### config.mk
export PLATFORM = sky130hd
export DESIGN_NAME = mc_controller
export DESIGN_NICKNAME = d
export VERILOG_FILES = /design/src/rtl/mc_controller.sv
export SDC_FILE = /design/constraint.sdc
export NUM_CORES = 1
export LEC_CHECK = 0
export BUFFER_PORTS_ARGS = -buffer_cell sky130_fd_sc_hd__buf_4
export CAP_MARGIN = 20
export CORE_MARGIN = 1.5
export CORE_UTILIZATION = 52
export DETAILED_ROUTE_END_ITERATION = 7
export GPL_TIMING_DRIVEN = 0
export PLACE_DENSITY = 0.83
export SYNTH_ARGS = -nofsm -noshare
export SYNTH_HDL_FRONTEND = slang
export SYNTH_SLANG_ARGS = --single-unit
### constraint.sdc
create_clock -name clk -period 3.1 [get_ports clk]
set_input_delay 0.62 -clock clk [delete_from_list [all_inputs] [get_ports clk]]
set_output_delay 0.62 -clock clk [all_outputs]
set_load 0.005 [all_outputs]
### src/rtl/mc_controller.sv
// rtl/mc_controller.sv - multicycle MIPS main controller: sequencing FSM, op/funct decode, ALU control
//
// Purpose: registered-state Moore FSM that steps each instruction through
// fetch/decode/execute/memory/writeback, and drives every datapath enable and
// mux select, including the 4-bit ALU operation word.
//
// Ports:
//   clk        rising-edge clock
//   reset      asynchronous active-low reset (state -> FETCH, write strobes off)
//   op, funct  instruction[31:26] and instruction[5:0] from the instruction register
//   zero       ALU zero flag (only used for the branch PC enable)
//   mem_ready  memory completes the current access (sampled in FETCH/MEMRD/MEMWR)
//   iord, memwrite, irwrite, regwrite, regdst, memtoreg, alusrca,
//   alusrcb[1:0], pcsrc[1:0], alucontrol[3:0], pcen   datapath controls
//   retire     pulse in the final cycle of every instruction
//   illegal    pulse in DECODE for an unsupported op/funct
module mc_controller (
  input  logic       clk,
  input  logic       reset,
  input  logic [5:0] op,
  input  logic [5:0] funct,
  input  logic       zero,
  input  logic       mem_ready,
  output logic       iord,
  output logic       memwrite,
  output logic       irwrite,
  output logic       regwrite,
  output logic       regdst,
  output logic       memtoreg,
  output logic       alusrca,
  output logic [1:0] alusrcb,
  output logic [1:0] pcsrc,
  output logic [3:0] alucontrol,
  output logic       pcen,
  output logic       retire,
  output logic       illegal
);

  localparam logic [3:0] S_FETCH   = 4'd0;
  localparam logic [3:0] S_DECODE  = 4'd1;
  localparam logic [3:0] S_MEMADR  = 4'd2;
  localparam logic [3:0] S_MEMRD   = 4'd3;
  localparam logic [3:0] S_MEMWB   = 4'd4;
  localparam logic [3:0] S_MEMWR   = 4'd5;
  localparam logic [3:0] S_RTYPEEX = 4'd6;
  localparam logic [3:0] S_RTYPEWB = 4'd7;
  localparam logic [3:0] S_BEQEX   = 4'd8;
  localparam logic [3:0] S_BGTZEX  = 4'd9;
  localparam logic [3:0] S_IMMEX   = 4'd10;
  localparam logic [3:0] S_IMMWB   = 4'd11;
  localparam logic [3:0] S_JEX     = 4'd12;

  localparam logic [5:0] OP_RTYPE = 6'b000000;
  localparam logic [5:0] OP_LW    = 6'b100011;
  localparam logic [5:0] OP_SW    = 6'b101011;
  localparam logic [5:0] OP_BEQ   = 6'b000100;
  localparam logic [5:0] OP_BGTZ  = 6'b000111;
  localparam logic [5:0] OP_ADDI  = 6'b001000;
  localparam logic [5:0] OP_XORI  = 6'b001110;
  localparam logic [5:0] OP_LUI   = 6'b001111;
  localparam logic [5:0] OP_LI    = 6'b011000;
  localparam logic [5:0] OP_J     = 6'b000010;

  localparam logic [5:0] FN_ADD  = 6'b100000;
  localparam logic [5:0] FN_SUB  = 6'b100010;
  localparam logic [5:0] FN_AND  = 6'b100100;
  localparam logic [5:0] FN_OR   = 6'b100101;
  localparam logic [5:0] FN_SLT  = 6'b101010;
  localparam logic [5:0] FN_SRLV = 6'b000110;

  localparam logic [3:0] ALU_AND  = 4'b0000;
  localparam logic [3:0] ALU_OR   = 4'b0001;
  localparam logic [3:0] ALU_ADD  = 4'b0010;
  localparam logic [3:0] ALU_SUB  = 4'b1010;
  localparam logic [3:0] ALU_SLT  = 4'b1111;
  localparam logic [3:0] ALU_XORI = 4'b0100;
  localparam logic [3:0] ALU_LUI  = 4'b0101;
  localparam logic [3:0] ALU_SRLV = 4'b0110;
  localparam logic [3:0] ALU_BGTZ = 4'b0011;
  localparam logic [3:0] ALU_LI   = 4'b0111;

  logic [3:0] r_state;
  logic [3:0] w_next;

  logic       w_funct_ok;
  logic [3:0] w_rtype_alu;
  logic [3:0] w_imm_alu;

  // Raw (pre-reset-gating) strobes; the ports below mask them with reset.
  logic       w_irwrite;
  logic       w_pcwrite;
  logic       w_branch;
  logic       w_memwrite;
  logic       w_regwrite;
  logic       w_retire;
  logic       w_illegal;

  always_comb begin
    w_funct_ok  = 1'b1;
    w_rtype_alu = ALU_ADD;
    case (funct)
      FN_ADD:  w_rtype_alu = ALU_ADD;
      FN_SUB:  w_rtype_alu = ALU_SUB;
      FN_AND:  w_rtype_alu = ALU_AND;
      FN_OR:   w_rtype_alu = ALU_OR;
      FN_SLT:  w_rtype_alu = ALU_SLT;
      FN_SRLV: w_rtype_alu = ALU_SRLV;
      default: w_funct_ok  = 1'b0;
    endcase
  end

  always_comb begin
    w_imm_alu = ALU_ADD;
    case (op)
      OP_XORI: w_imm_alu = ALU_XORI;
      OP_LUI:  w_imm_alu = ALU_LUI;
      OP_LI:   w_imm_alu = ALU_LI;
      default: w_imm_alu = ALU_ADD;
    endcase
  end

  always_ff @(posedge clk or negedge reset) begin
    if (!reset) begin
      r_state <= S_FETCH;
    end else begin
      r_state <= w_next;
    end
  end

  always_comb begin
    w_next     = S_FETCH;
    iord       = 1'b0;
    w_memwrite = 1'b0;
    w_irwrite  = 1'b0;
    w_regwrite = 1'b0;
    regdst     = 1'b0;
    memtoreg   = 1'b0;
    alusrca    = 1'b0;
    alusrcb    = 2'b00;
    pcsrc      = 2'b00;
    alucontrol = ALU_ADD;
    w_pcwrite  = 1'b0;
    w_branch   = 1'b0;
    w_retire   = 1'b0;
    w_illegal  = 1'b0;
    case (r_state)
      S_FETCH: begin
        alusrcb   = 2'b01;
        w_irwrite = mem_ready;
        w_pcwrite = mem_ready;
        w_next    = mem_ready ? S_DECODE : S_FETCH;
      end
      S_DECODE: begin
        // Speculatively compute the branch target into ALUOut.
        alusrcb = 2'b11;
        case (op)
          OP_RTYPE: begin
            if (w_funct_ok) begin
              w_next = S_RTYPEEX;
            end else begin
              w_illegal = 1'b1;
              w_retire  = 1'b1;
            end
          end
          OP_LW, OP_SW:                     w_next = S_MEMADR;
          OP_BEQ:                           w_next = S_BEQEX;
          OP_BGTZ:                          w_next = S_BGTZEX;
          OP_ADDI, OP_XORI, OP_LUI, OP_LI:  w_next = S_IMMEX;
          OP_J:                             w_next = S_JEX;
          default: begin
            w_illegal = 1'b1;
            w_retire  = 1'b1;
          end
        endcase
      end
      S_MEMADR: begin
        alusrca = 1'b1;
        alusrcb = 2'b10;
        if (op == OP_LW) begin
          w_next = S_MEMRD;
        end else if (op == OP_SW) begin
          w_next = S_MEMWR;
        end
      end
      S_MEMRD: begin
        iord   = 1'b1;
        w_next = mem_ready ? S_MEMWB : S_MEMRD;
      end
      S_MEMWB: begin
        memtoreg   = 1'b1;
        w_regwrite = 1'b1;
        w_retire   = 1'b1;
      end
      S_MEMWR: begin
        iord       = 1'b1;
        w_memwrite = 1'b1;
        w_retire   = mem_ready;
        w_next     = mem_ready ? S_FETCH : S_MEMWR;
      end
      S_RTYPEEX: begin
        alusrca    = 1'b1;
        alucontrol = w_rtype_alu;
        w_next     = S_RTYPEWB;
      end
      S_RTYPEWB: begin
        regdst     = 1'b1;
        w_regwrite = 1'b1;
        w_retire   = 1'b1;
      end
      S_BEQEX: begin
        alusrca    = 1'b1;
        alucontrol = ALU_SUB;
        w_branch   = 1'b1;
        pcsrc      = 2'b01;
        w_retire   = 1'b1;
      end
      S_BGTZEX: begin
        // The ALU's BGTZ op yields 0 when rs > 0, so "taken" is zero=1.
        alusrca    = 1'b1;
        alucontrol = ALU_BGTZ;
        w_branch   = 1'b1;
        pcsrc      = 2'b01;
        w_retire   = 1'b1;
      end
      S_IMMEX: begin
        alusrca    = 1'b1;
        alusrcb    = 2'b10;
        alucontrol = w_imm_alu;
        w_next     = S_IMMWB;
      end
      S_IMMWB: begin
        w_regwrite = 1'b1;
        w_retire   = 1'b1;
      end
      S_JEX: begin
        pcsrc     = 2'b10;
        w_pcwrite = 1'b1;
        w_retire  = 1'b1;
      end
      default: w_next = S_FETCH;
    endcase
  end

  // State is already FETCH while reset is low; these gates also suppress the
  // FETCH strobes that would otherwise follow mem_ready during reset.
  assign irwrite  = reset & w_irwrite;
  assign memwrite = reset & w_memwrite;
  assign regwrite = reset & w_regwrite;
  assign retire   = reset & w_retire;
  assign illegal  = reset & w_illegal;
  assign pcen     = reset & (w_pcwrite | (w_branch & zero));

endmodule

==> metrics.txt <==
# TYPE chip_impl_metric gauge
chip_impl_metric{name="io_buffer_count",unit=""} 29
chip_impl_metric{name="timing.clock.skew",unit="ns"} 0.00240
chip_impl_metric{name="n_diodes",unit=""} 0
chip_impl_metric{name="std_cell_rows",unit=""} 14
chip_impl_metric{name="synth_edf_count",unit=""} 0
chip_impl_metric{name="cts.clk_slew.worst_paths",unit="ns"} 0.04
chip_impl_metric{name="tritoncts.num_buffers",unit=""} 3
chip_impl_info{name="cp_common_cell",value="sky130_fd_sc_hd__buf_4"} 1
chip_impl_metric{name="globalRoute.totalOverflow",unit=""} 0
chip_impl_metric{name="grt_first_pass_wirelength",unit="µm"} 4000
chip_impl_info{name="violations_in_the_final_reports",value="DRC"} 1
chip_impl_metric{name="netlist_instances",unit=""} 130
chip_impl_metric{name="timing.critical_path.required",unit="ns"} 2.48
chip_impl_metric{name="place_congestion",unit=""} 0.934
chip_impl_metric{name="synth-seq-cells",unit=""} 4
chip_impl_info{name="largest-register",value="r_state"} 1
chip_impl_metric{name="area_delta_synth_final",unit="%"} 28.9
chip_impl_metric{name="ctsResizeCount",unit=""} 0
chip_impl_metric{name="met3_length",unit="µm"} 133
chip_impl_info{name="top_regs",value="r_state x4"} 1
chip_impl_metric{name="synth_area",unit="µm²"} 901
chip_impl_metric{name="multi_input_area",unit="µm²"} 687
chip_impl_info{name="critical-path-top-delay-family",value="compound AO/OA/AOI/OAI gates"} 1
chip_impl_metric{name="seq_area_frac_synth",unit="%"} 11.1
chip_impl_metric{name="worstPathBufferInverterCount",unit=""} 2
chip_impl_info{name="top_layer",value="met3"} 1
chip_impl_metric{name="count_of_pins_on_the_block_boundary",unit=""} 34
chip_impl_metric{name="max_reg_flops",unit=""} 4
chip_impl_metric{name="numClockSinks",unit=""} 4
chip_impl_metric{name="reg2reg_depth",unit=""} 5
chip_impl_metric{name="grt_max_degree",unit=""} 11
chip_impl_metric{name="start_util",unit="%"} 57.8
chip_impl_metric{name="max_stage_delay",unit="ns"} 0.26
chip_impl_info{name="timing.rr.start",value="r_state[2]"} 1
chip_impl_metric{name="fillCellCount",unit=""} 137
chip_impl_metric{name="cts.path.max_buffers",unit=""} 2
chip_impl_metric{name="route.final.wire_length",unit="µm"} 2320
chip_impl_metric{name="slew_headroom",unit="%"} 70.8
chip_impl_metric{name="wl_met1",unit="µm"} 1080
chip_impl_metric{name="core_area",unit="mm²"} 0.00156
chip_impl_info{name="worstSetupStartpointType",value="input pin"} 1
chip_impl_metric{name="finalSetupTns",unit="ns"} 0
chip_impl_metric{name="chipWidth",unit="µm"} 44.6
chip_impl_metric{name="crit_arrival",unit="ns"} 1.82
chip_impl_metric{name="finalCritPeriodShare",unit="%"} 78.7
chip_impl_metric{name="synth_warnings",unit=""} 0
chip_impl_metric{name="drt_first_iter_violations",unit=""} 37
chip_impl_info{name="critPathKind",value="input pin to primary output"} 1
chip_impl_metric{name="whs",unit="ns"} 0.195
chip_impl_metric{name="report.final.slew_viol_count",unit=""} 0
chip_impl_metric{name="path_depth",unit=""} 7
chip_impl_metric{name="ir_worst_vdd",unit="mV"} 0.201
chip_impl_info{name="status",value="finished with violations"} 1
chip_impl_metric{name="full_die_area",unit="mm²"} 0.00199
chip_impl_metric{name="drc_errors",unit=""} 3
chip_impl_metric{name="timing.final.hold_violations",unit=""} 0
chip_impl_metric{name="max_cap_viol_count",unit=""} 0
chip_impl_metric{name="antenna_found_initial",unit=""} 0
chip_impl_metric{name="report.power.total",unit="µW"} 222
chip_impl_metric{name="clock_tree.htree_level_count",unit=""} 1
chip_impl_metric{name="netlist-cell-type-count",unit=""} 47
chip_impl_metric{name="finalSetupViolations",unit=""} 0
chip_impl_info{name="cts_tree",value="built"} 1
chip_impl_metric{name="ys_async_rst_share",unit="%"} 100
chip_impl_metric{name="fmax",unit="MHz"} 410
chip_impl_metric{name="cts_setup_buffers",unit=""} 0
chip_impl_metric{name="finalNetCount",unit=""} 180
chip_impl_info{name="rsz_0062_raised_after_global_routing",value="false"} 1
chip_impl_metric{name="final_min_period",unit="ns"} 2.44
chip_impl_metric{name="met2WireLength",unit="µm"} 1110
chip_impl_info{name="synthFlopType",value="sky130_fd_sc_hd__dfrtp_1"} 1
chip_impl_info{name="critPathCaptureType",value="primary output"} 1
chip_impl_metric{name="static-leakage-power",unit="µW"} 0.000528
chip_impl_info{name="critical_path.startpoint",value="funct[5]"} 1
chip_impl_metric{name="route.vias.total",unit=""} 1051
chip_impl_metric{name="layout-drive-gt1-share",unit="%"} 29.0
chip_impl_metric{name="synth.net_count",unit=""} 146
chip_impl_metric{name="final-seq-area",unit="µm²"} 100
chip_impl_metric{name="syn_area_per_cell",unit="µm²"} 6.93
chip_impl_info{name="critical_path.slowest_cell",value="sky130_fd_sc_hd__o31ai_1"} 1
chip_impl_metric{name="die_h",unit="µm"} 44.6
chip_impl_metric{name="ctsHoldBuffers",unit=""} 0
chip_impl_info{name="cell_chosen_for_the_clock_root",value="sky130_fd_sc_hd__clkbuf_4"} 1
chip_impl_metric{name="clock_insertion_delay_worst_skew",unit="ns"} 0.24
chip_impl_info{name="layout.cells.most_common",value="sky130_fd_sc_hd__buf_4"} 1
chip_impl_metric{name="power_density",unit="mW/mm²"} 191
chip_impl_info{name="hold_class",value="input pin to asynchronous set/reset pin"} 1
chip_impl_metric{name="grtUsageTotal",unit="%"} 26.6
chip_impl_metric{name="final_antenna_net_count",unit=""} 0
chip_impl_metric{name="dp_hpwl",unit="µm"} 1820
chip_impl_metric{name="critical_path.max_fanout",unit=""} 5
chip_impl_metric{name="post_drt_via_cell_ratio",unit=""} 5.90
chip_impl_metric{name="avgRoutedWirePerCell",unit="µm"} 13.1
chip_impl_metric{name="detail_route.first_pass.iterations",unit=""} 6
chip_impl_metric{name="timing_worst_slew_pin_value",unit="ns"} 0.438
chip_impl_info{name="final_cell_mix",value="sky130_fd_sc_hd__buf_4 (29), sky130_fd_sc_hd__nor2_1 (23), sky130_fd_sc_hd__a21oi_1 (11), sky130_fd_sc_hd__nand2_1 (10), sky130_fd_sc_hd__nor3_1 (9)"} 1
chip_impl_info{name="critical_path.cell_chain",value="buf_4 -> and2b_1 -> o21ai_0 -> a221o_1 -> nor2_1 -> o31ai_1 -> buf_4"} 1
chip_impl_metric{name="grt_pass1_vias",unit=""} 925
[routing by layer]
layer / GRT usage (%) / vias up
met5: 0 / -
met4: 4.24 / 0
met3: 5.31 / 0
met2: 43.8 / 34
met1: 36.4 / 473
li1: - / 544
[cell type report]
type / instances / area share (%)
well taps: 16 / 1.72
repair buffers: 29 / 18.8
plain buffers: 11 / 8.51
multi-input cells: 111 / 59.2
flip-flops and latches: 4 / 8.62
clock buffers: 3 / 1.94
inverters: 4 / 1.29
[cells in the mapped netlist, types with 2 or more instances]
cell type,instances,area (µm²)
sky130_fd_sc_hd__nand2b_1,6,37.5
sky130_fd_sc_hd__nand2_1,10,37.5
sky130_fd_sc_hd__o21a_1,2,15.0
sky130_fd_sc_hd__nor3_1,9,45.0
sky130_fd_sc_hd__buf_6,6,67.6
sky130_fd_sc_hd__inv_1,3,11.3
sky130_fd_sc_hd__clkbuf_1,2,7.51
sky130_fd_sc_hd__a21oi_1,11,55.1
sky130_fd_sc_hd__o21ai_0,5,25.0
sky130_fd_sc_hd__dfrtp_1,4,100
sky130_fd_sc_hd__nand3_1,2,10.0
sky130_fd_sc_hd__a22oi_1,2,15.0
sky130_fd_sc_hd__and3b_1,2,17.5
sky130_fd_sc_hd__o22ai_1,3,18.8
sky130_fd_sc_hd__nor2_1,23,86.3
sky130_fd_sc_hd__nor2b_1,4,25.0
sky130_fd_sc_hd__o31ai_1,2,15.0
sky130_fd_sc_hd__a31oi_1,3,18.8
sky130_fd_sc_hd__o32ai_1,2,17.5
sky130_fd_sc_hd__buf_2,2,10.0
[final timing paths]
| check | end | slack (ns) |
|---|---|---|
| worst min-delay path | r_state[2] | 0.20 |
| worst max-delay path | retire | 0.66 |
| worst min register to register | r_state[0] | 0.73 |
| min in group clk | r_state[0] | 0.73 |
| worst max register to register | r_state[2] | 1.62 |
| max in group asynchronous | r_state[1] | 2.77 |
[through the flow]
stage               cell area, µm²  setup slack (ns)  util [%]  cells
CTS                           1160             0.655      74.5    178
finish                        1160             0.662      74.5    178
detailed placement            1140             0.659      73.0    175
floorplan                      901              1.01         -    130
global placement              1140             0.664      73.0    175
global route                  1160             0.524      74.5    178
[where the power goes]
part | switching [µW] | total (µW) | internal (µW)
Clock | 22.7 | 66.0 | 43.4
Sequential | 1.38 | 55.6 | 54.2
Combinational | 52.8 | 101 | 47.9
Total | 76.8 | 222 | 145
[cell families (layout without fill, tap and decap cells)]
logic type	Yosys count	after routing	synth area share, %
AO/OA/AOI/OAI	41	41	31.5
XOR/XNOR	2	2	1.94
buffers and inverters	15	47	12.6
flip-flops	4	4	11.1
AND/OR/NAND/NOR	68	68	42.8
Note: power is estimated with default switching activity, not from simulation.
